File: src/rtl/spinner_scheduler_pkg.sv
// Shared constants and helpers for the spinner scheduler: quadrature Gray codes,
// Gray stepping functions, saturation limits and the FSM state type.
package spinner_scheduler_pkg;

  localparam int POS_W = 12;

  localparam logic [1:0] Q00 = 2'b00;
  localparam logic [1:0] Q01 = 2'b01;
  localparam logic [1:0] Q11 = 2'b11;
  localparam logic [1:0] Q10 = 2'b10;

  typedef enum logic {
    IDLE = 1'b0,
    STEP = 1'b1
  } state_e;

  // Positive travel walks 11->01->00->10->11.
  function automatic logic [1:0] grayNext(input logic [1:0] q);
    case (q)
      Q11:     return Q01;
      Q01:     return Q00;
      Q00:     return Q10;
      default: return Q11;
    endcase
  endfunction

  // Negative travel walks 11->10->00->01->11.
  function automatic logic [1:0] grayPrev(input logic [1:0] q);
    case (q)
      Q11:     return Q10;
      Q10:     return Q00;
      Q00:     return Q01;
      default: return Q11;
    endcase
  endfunction

  // Symmetric clamp magnitude for a w-bit signed accumulator.
  function automatic int satMax(input int w);
    return (1 << (w - 1)) - 1;
  endfunction

endpackage

File: src/rtl/spinner_scheduler_quad_stepper.sv
// Quadrature phase generator: advances the {A,B} Gray code one step per enable,
// forward when dir=1 and backward when dir=0.
module quad_stepper
  import spinner_scheduler_pkg::*;
(
  input  logic       clk,
  input  logic       reset,
  input  logic       en,
  input  logic       dir,
  output logic [1:0] quad
);

  logic [1:0] quad_q;
  logic [1:0] quad_d;

  always_comb begin
    quad_d = quad_q;
    if (en) begin
      quad_d = dir ? grayNext(quad_q) : grayPrev(quad_q);
    end
  end

  always_ff @(posedge clk) begin
    if (reset) begin
      quad_q <= Q11;
    end else begin
      quad_q <= quad_d;
    end
  end

  assign quad = quad_q;

endmodule

File: src/rtl/spinner_scheduler.sv
// Spinner scheduler: merges mouse deltas and keyboard auto-spin into a saturating
// signed accumulator and drains it one quadrature step per step_ce.
module spinner_scheduler #(
  parameter int POS_W      = spinner_scheduler_pkg::POS_W,
  parameter int KEY_PERIOD = 48000,
  parameter int KEY_SLOW   = 4,
  parameter int KEY_FAST   = 9
) (
  input  logic                    clk,
  input  logic                    reset,
  input  logic                    step_ce,
  input  logic                    mouse_valid,
  input  logic signed [7:0]       mouse_dx,
  output logic                    mouse_ready,
  input  logic                    key_left,
  input  logic                    key_right,
  input  logic                    key_fast,
  output logic [1:0]              quad,
  output logic                    busy,
  output logic signed [POS_W-1:0] position
);

  import spinner_scheduler_pkg::*;

  // Two guard bits so pos +/- step + injection never wraps before the clamp.
  localparam int SW = POS_W + 2;
  localparam int TW = (KEY_PERIOD > 1) ? $clog2(KEY_PERIOD) : 1;
  localparam logic signed [SW-1:0] SAT_HI = SW'(satMax(POS_W));
  localparam logic signed [SW-1:0] SAT_LO = -SAT_HI;

  state_e                 state_q;
  state_e                 state_d;
  logic signed [POS_W-1:0] pos_q;
  logic signed [POS_W-1:0] pos_d;
  logic [TW-1:0]          keyTimer_q;
  logic [TW-1:0]          keyTimer_d;

  logic                   keyInj;
  logic                   mouseAccept;
  logic                   stepEn;
  logic                   stepDir;
  logic signed [SW-1:0]   keyMag;
  logic signed [SW-1:0]   inj;
  logic signed [SW-1:0]   stepVal;
  logic signed [SW-1:0]   sum;

  // Key timer only runs while exactly one direction key is held.
  always_comb begin
    keyInj     = 1'b0;
    keyTimer_d = '0;
    if (key_left ^ key_right) begin
      if (keyTimer_q == TW'(KEY_PERIOD - 1)) begin
        keyInj = 1'b1;
      end else begin
        keyTimer_d = keyTimer_q + TW'(1);
      end
    end
  end

  assign mouse_ready = ~reset & ~keyInj;
  assign mouseAccept = mouse_valid & mouse_ready;

  always_comb begin
    keyMag = key_fast ? SW'(KEY_FAST) : SW'(KEY_SLOW);
    inj    = '0;
    if (keyInj) begin
      inj = key_right ? keyMag : -keyMag;
    end else if (mouseAccept) begin
      inj = SW'(mouse_dx);
    end
  end

  always_comb begin
    stepVal = '0;
    if (stepEn) begin
      stepVal = stepDir ? SW'(1) : {SW{1'b1}};
    end
    sum = SW'(pos_q) - stepVal + inj;
    if (sum > SAT_HI) begin
      pos_d = SAT_HI[POS_W-1:0];
    end else if (sum < SAT_LO) begin
      pos_d = SAT_LO[POS_W-1:0];
    end else begin
      pos_d = sum[POS_W-1:0];
    end
  end

  always_ff @(posedge clk) begin
    if (reset) begin
      pos_q      <= '0;
      keyTimer_q <= '0;
    end else begin
      pos_q      <= pos_d;
      keyTimer_q <= keyTimer_d;
    end
  end

  always_ff @(posedge clk) begin
    if (reset) begin
      state_q <= IDLE;
    end else begin
      state_q <= state_d;
    end
  end

  // State tracks whether the accumulator will hold any residual motion.
  always_comb begin
    state_d = (pos_d != '0) ? STEP : IDLE;
  end

  always_comb begin
    busy    = (state_q == STEP);
    stepEn  = (state_q == STEP) & step_ce;
    stepDir = ~pos_q[POS_W-1];
  end

  quad_stepper u_quad_stepper (
    .clk   (clk),
    .reset (reset),
    .en    (stepEn),
    .dir   (stepDir),
    .quad  (quad)
  );

  assign position = pos_q;

endmodule

File: config.mk
export PLATFORM = sky130hd
export DESIGN_NAME = spinner_scheduler
export DESIGN_NICKNAME = d
export VERILOG_FILES = /design/src/rtl/spinner_scheduler_pkg.sv /design/src/rtl/spinner_scheduler_quad_stepper.sv /design/src/rtl/spinner_scheduler.sv
export SDC_FILE = /design/constraint.sdc
export NUM_CORES = 1
export LEC_CHECK = 0
export ABC_AREA = 1
export CORE_ASPECT_RATIO = 0.7
export CORE_MARGIN = 2
export CORE_UTILIZATION = 55
export DETAILED_ROUTE_END_ITERATION = 6
export GPL_ROUTABILITY_DRIVEN = 0
export GPL_TIMING_DRIVEN = 0
export PLACE_DENSITY = 0.89
export SKIP_CTS_REPAIR_TIMING = 1
export SLEW_MARGIN = 20
export SYNTH_ARGS = -nofsm -noshare
export SYNTH_HDL_FRONTEND = slang
export SYNTH_SLANG_ARGS = --single-unit
File: constraint.sdc
create_clock -name clk -period 10.2 [get_ports clk]
set_input_delay 2.55 -clock clk [delete_from_list [all_inputs] [get_ports clk]]
set_output_delay 2.55 -clock clk [all_outputs]
set_load 0.02 [all_outputs]
Word-level counts from Yosys, hierarchy flattened
Index checks and enable logic that the tools add are counted.
{"block": "classes", "addsub": 4, "order_cmp": 2, "eq_ne": 4, "n_mux": 14, "bitwise_logic": 7, "reduce_logical": 3}
{"op": "$mux 14", "count": 5}
{"op": "$mux 12", "count": 2}
{"op": "$add 16x1->16 const B", "count": 1}
{"op": "$eq 16x16->1 const B", "count": 1}
{"op": "$add 14x14->14", "count": 1}
{"op": "$gt 14x12->1 const B", "count": 1}
{"op": "$lt 14x12->1 const B", "count": 1}
{"op": "$neg 4->14", "count": 1}
{"op": "$sub 12x14->14", "count": 1}
{"op": "$pmux 2 s3", "count": 2}
{"op": "$reduce_bool 12->1", "count": 1}
{"op": "$eq 2x2->1 const B", "count": 2}
{"op": "$mux 4", "count": 1}
{"op": "$and 1x1->1", "count": 3}
{"op": "$mux 1", "count": 3}
{"op": "$not 1->1", "count": 3}
{"op": "$reduce_or 3->1", "count": 1}
{"op": "$eq 2x1->1 const B", "count": 1}
{"op": "$logic_not 2->1", "count": 1}
{"op": "$mux 2", "count": 1}
{"op": "$xor 1x1->1", "count": 1}
{"block": "word_totals", "reg_bits": 31, "input_bits": 15}

Depth between registers and ports, before layout
{"block": "depth", "word_depth": 14, "depth_mapped": 33, "mapped_depth_nobuf": 32}

Hierarchy
Synthesis repeated with hierarchy kept, for this count alone.
{"block": "unflattened", "cells_unflattened": 406, "area_unflattened_um2": 2657.5}
{"module": "spinner_scheduler", "n_inst": 1, "cells_per_inst": 388, "area_per_inst_um2": 2555.0, "seq_area_each_um2": 580.6}
{"module": "quad_stepper", "n_inst": 1, "cells_per_inst": 18, "area_per_inst_um2": 102.6, "seq_area_each_um2": 40.0}

Least setup slack after synthesis
Ideal clock, no wire load.
{"block": "synth_path", "path_type": "input -> register", "start": "input step_ce", "end": "register state_q (netlist: busy)", "setup_ps": 132, "t_arrival_ps": 5574, "path_slack_ps": 4494, "stages": 21, "path_cell_list": "nand2_1 -> nor2_1 -> inv_1 -> fa_1 -> inv_1 -> fa_1 -> inv_1 -> nand3_1 -> nand2_2 -> nand2_1 -> nand2_1 -> nand2_1 -> nand2_1 -> nand2_1 -> nor2_1 -> nand2_1 -> nand2_1 -> nand2_2 -> buf_6 -> o41ai_2 -> a21oi_2"}
{"block": "synth_between", "elab_chain_cells": 9, "word_cells_on_any_way": 10, "classes_between": "add/sub (2); order compare (2); mux (4); bitwise (1); reduce/logical (1)"}
{"item": "start: declaration", "line": "spinner_scheduler.sv:11", "text": "input logic step_ce,"}
{"item": "$and 1x1->1 (*)", "line": "spinner_scheduler.sv:113", "text": "stepEn = (state_q == STEP) & step_ce;"}
{"item": "$mux 14 (*)", "line": "spinner_scheduler.sv:75", "text": "if (stepEn) begin"}
{"item": "$sub 12x14->14 (*)", "line": "spinner_scheduler.sv:78", "text": "sum = SW'(pos_q) - stepVal + inj;"}
{"item": "$add 14x14->14 (*)", "line": "spinner_scheduler.sv:78"}
{"item": "$lt 14x12->1", "line": "spinner_scheduler.sv:81", "text": "end else if (sum < SAT_LO) begin"}
{"item": "$mux 12", "line": "spinner_scheduler.sv:81"}
{"item": "$mux 12 (*)", "line": "spinner_scheduler.sv:79", "text": "if (sum > SAT_HI) begin"}
{"item": "$reduce_bool 12->1 (*)", "line": "spinner_scheduler.sv:108", "text": "state_d = (pos_d != '0) ? STEP : IDLE;"}
{"item": "$mux 1 (*)", "line": "spinner_scheduler.sv:108"}
{"item": "end signal: assignment", "line": "spinner_scheduler.sv:102", "text": "state_q <= state_d;"}
{"item": "end: declaration", "line": "spinner_scheduler.sv:31", "text": "state_e state_q;"}
Every way passes the cells marked *; elsewhere a longest branch is shown, timed or not.
A chain may end at the register's enable or synchronous reset.

Final worst setup path
{"block": "layout_path", "start": "input key_right", "end": "output mouse_ready"}
{"block": "layout_between", "elab_chain_cells": 4}
{"item": "start: declaration", "line": "spinner_scheduler.sv:16", "text": "input logic key_right,"}
{"item": "$xor 1x1->1", "line": "spinner_scheduler.sv:51", "text": "if (key_left ^ key_right) begin"}
{"item": "$mux 1", "line": "spinner_scheduler.sv:51"}
{"item": "$not 1->1", "line": "spinner_scheduler.sv:60", "text": "assign mouse_ready = ~reset & ~keyInj;"}
{"item": "$and 1x1->1", "line": "spinner_scheduler.sv:60"}
{"item": "end: declaration", "line": "spinner_scheduler.sv:14", "text": "output logic mouse_ready,"}
No other way between the ends.

==> results.md <==
- Final worst-path cycle share: 0.660
- Post-Place Setup Slack: 3480 ps
- Htree depth: 2
- CP top delay family: buffers and inverters
- Layout Utilization: 0.678
- Seq cells post-synth: 31
- Post-route design area: 3220 um2
- Cts bufs inserted: 5
- Adder-cell share of the synthesized area: 0.164
- Peak VDD IR: 0.142 mV
- Post-Synth XOR/XNOR Area: 0.0161
- CTS tree: yes
- Largest net degree at the start of global routing: 11
- CTS clk-pin slew, worst paths: 70 ps
- I/O pin cnt: 31
- HP Class: reg2reg
- Die area: 5530 um2
- Max incr delay on CP: 590 ps
- Distinct cell type count after synthesis: 37
- Pwr/cell area: 373 nW/um2
- Clk root buf: clkbuf_8
- Die width: 88.0 um
- Inserted Diodes: 0
- Antenna violations before repair: 0
- Leak: 1.63 nW
- Post-synth EDFFs: 0
- Area Overhead vs Synth: 18.6%
- CTS sink cnt: 31
- Worst setup EP type: primary output
- DRC Markers: 0
- Core area: 4760 um2
- Final setup vio count: 0
- Mapped Area: 2720 um2
- Fin Clk Skew: 8.38 ps
- Outcome: completed
- Mapped Cells: 421
- Post-DP Area: 3100 um2
- Post-route setup slack: 3460 ps
- Setup CP Type: in2out
- First-pass GRT wire length: 11000 um
- Final #Nets: 502
- Critical-path cell list: clkdlybuf4s50_1 > xnor2_1 > inv_1 > nand2_1 > nand2_1 > inv_1 > clkdlybuf4s50_1
- Die Y: 62.8 um
- Crit-path slowest cell: clkdlybuf4s50_1
- Yosys warns: 0
- Routed len/inst: 12.2 um
- Initial drt markers: 174
- Top FF cell, synth: dfxtp_1
- Starting density of the core: 0.571
- DRT Wirelength: 6450 um
- Vias: 2698
- Synth async-reset ratio: 0
- Setup TNS: 0 ps
- Max-slew violations: 0
- Portion of netlist area occupied by mux cells: 0
- Worst slew margin: 0.481
- Fmax: 148 MHz
- Largest family of logic cells by synthesized area: simple AND/OR/NAND/NOR gates
- Syn Nets: 465
- Maxcap violations: 0
- Clock Latency Late Sink: 290 ps
- Complex-gate fraction of the synthesized area: 0.109
- CP required: 7650 ps
- Row cnt: 21
- Share of cells above drive strength 1: 0.0784
- IO buf count: 30
- Routed Antenna Nets: 0
- Remaining Overflow, GRT: 0
- RSZ-0062 raised after global routing: no
- Vias in the first global route: 2550
- Synth Area in Simple Gates: 0.336
- Crit path time final: 6740 ps
- Global Route Usage Sum: 0.252
- Crit start category: primary input
- Detailed Place HPWL: 5300 um
- Vias per inst: 5.11
- Sequential area share after synthesis: 0.228
- Critical-path maximum fanout: 3
- Worst slew pin tran: 773 ps
- Drt pass-1 iters: 5
- Clk buf depth: 2
- Final hold vios: 0
- Buffers & Inverters on Critical Path: 4
- Critical Path AT: 4190 ps
- Syn_area_per_cell: 6.46 um2
==> cell usage in the layout, fill, tap and decap left out, types with 2 or more instances in the layout <==
master,n
nand2_1,112
inv_1,96
dfxtp_1,31
clkdlybuf4s50_1,30
nand3_1,27
nor2_1,26
a21oi_1,22
ha_1,18
fa_1,11
nor3_1,9
o21ai_0,9
nand2_2,8
nand4_1,7
clkbuf_8,6
nor2_2,4
inv_2,4
a21oi_2,4
nor3b_1,3
xor2_1,3
nor4_2,2
xnor2_1,2
a22o_1,2
a31oi_1,2
nand3_2,2
o21a_1,2
nand3b_1,2
==> path summary, 6_finish.rpt <==
path / cells past startpoint / to / start / slack [ps]
min: 1 / keyTimer_q[14] / keyTimer_q[14] / 460
max: 7 / mouse_ready / key_right / 3460
min reg2reg: 1 / keyTimer_q[14] / keyTimer_q[14] / 460
max reg2reg: 25 / position[0] / keyTimer_q[0] / 5640
==> layer usage <==
layer / up-vias / wire length, um / GRT usage
met5: - / 0 / 0
met4: 0 / 77 / 0.0606
met3: 7 / 444 / 0.0449
met2: 108 / 2790 / 0.382
met1: 1205 / 3150 / 0.370
li1: 1378 / - / -
==> stage by stage <==
step / hold WS [ps] / instances / total power, W
after floorplan: 422 / 421 / 0.000843
after global placement: 435 / 520 / 0.00103
after detailed placement: 441 / 520 / 0.00106
after CTS: 460 / 528 / 0.00119
after global routing: 475 / 528 / 0.00133
final: 464 / 528 / 0.00120
==> worst register-to-register path, stage by stage, from the launching register on <==
cell     delay, ps
dfxtp_1        380
ha_1           180
nand2_1         80
nor2_2         120
inv_2           70
nor4_2         500
nand2_1        130
nand2_1         90
inv_1           50
nand2_1         60
inv_2           80
nand2_1         80
nand2_1         80
inv_1          200
fa_1           460
inv_1           70
ha_1           280
a21oi_1        300
nand2_1        130
a21oi_1        230
nand2_1        120
nand2_1         80
nand2_1        100
a21oi_2        260
inv_2          160
a31oi_1        200
==> where the power goes <==
group / total [W] / internal (W) / switching, W
sequential: 0.000163 / 0.000148 / 0.0000147
clock: 0.000126 / 0.0000790 / 0.0000473
combinational: 0.000914 / 0.000323 / 0.000591
total: 0.00120 / 0.000550 / 0.000653
==> cell usage after synthesis (2+ instances only) <==
master / number / area, um2
inv_2: 4 / 15.0
nor3b_1: 3 / 22.5
nand2_1: 112 / 420
o21ai_0: 9 / 45.0
ha_1: 18 / 225
xnor2_1: 2 / 17.5
nand2_2: 8 / 50.1
a31oi_1: 2 / 12.5
nor4_2: 2 / 25.0
o21a_1: 2 / 15.0
nor2_2: 3 / 18.8
fa_1: 11 / 220
a21oi_2: 4 / 35.0
nor2_1: 27 / 101
dfxtp_1: 31 / 621
a21oi_1: 22 / 110
xor2_1: 3 / 26.3
nor3_1: 9 / 45.0
nand3_1: 27 / 135
inv_1: 96 / 360
nand3b_1: 2 / 15.0
nand4_1: 7 / 43.8
nand3_2: 2 / 20.0
a22o_1: 2 / 17.5
==> sequential cells by signal, summed over array words and instances (netlist names) <==
name / cells
position: 12
busy: 1
u_quad_stepper.quad: 2
keyTimer_q: 16
==> cells by family after synthesis <==
kind of cell,Yosys count
buffers and inverters,104
AOI/OAI and AO/OA,48
xor gates and xnor gates,5
adders and majority gates,29
DFF,31
and+or+nand+nor,204
==> area by class of cell <==
type	instances	area, um2
multi-input cells	286	1700
fillers	384	1530
well taps	69	86.3
plain buffers	3	20.0
repair buffers	30	300
clock buffers	6	82.6
flip-flops and latches	31	621
clock inverters	2	35.0
inverters	101	379
Note: power is estimated with default switching activity, not from simulation.
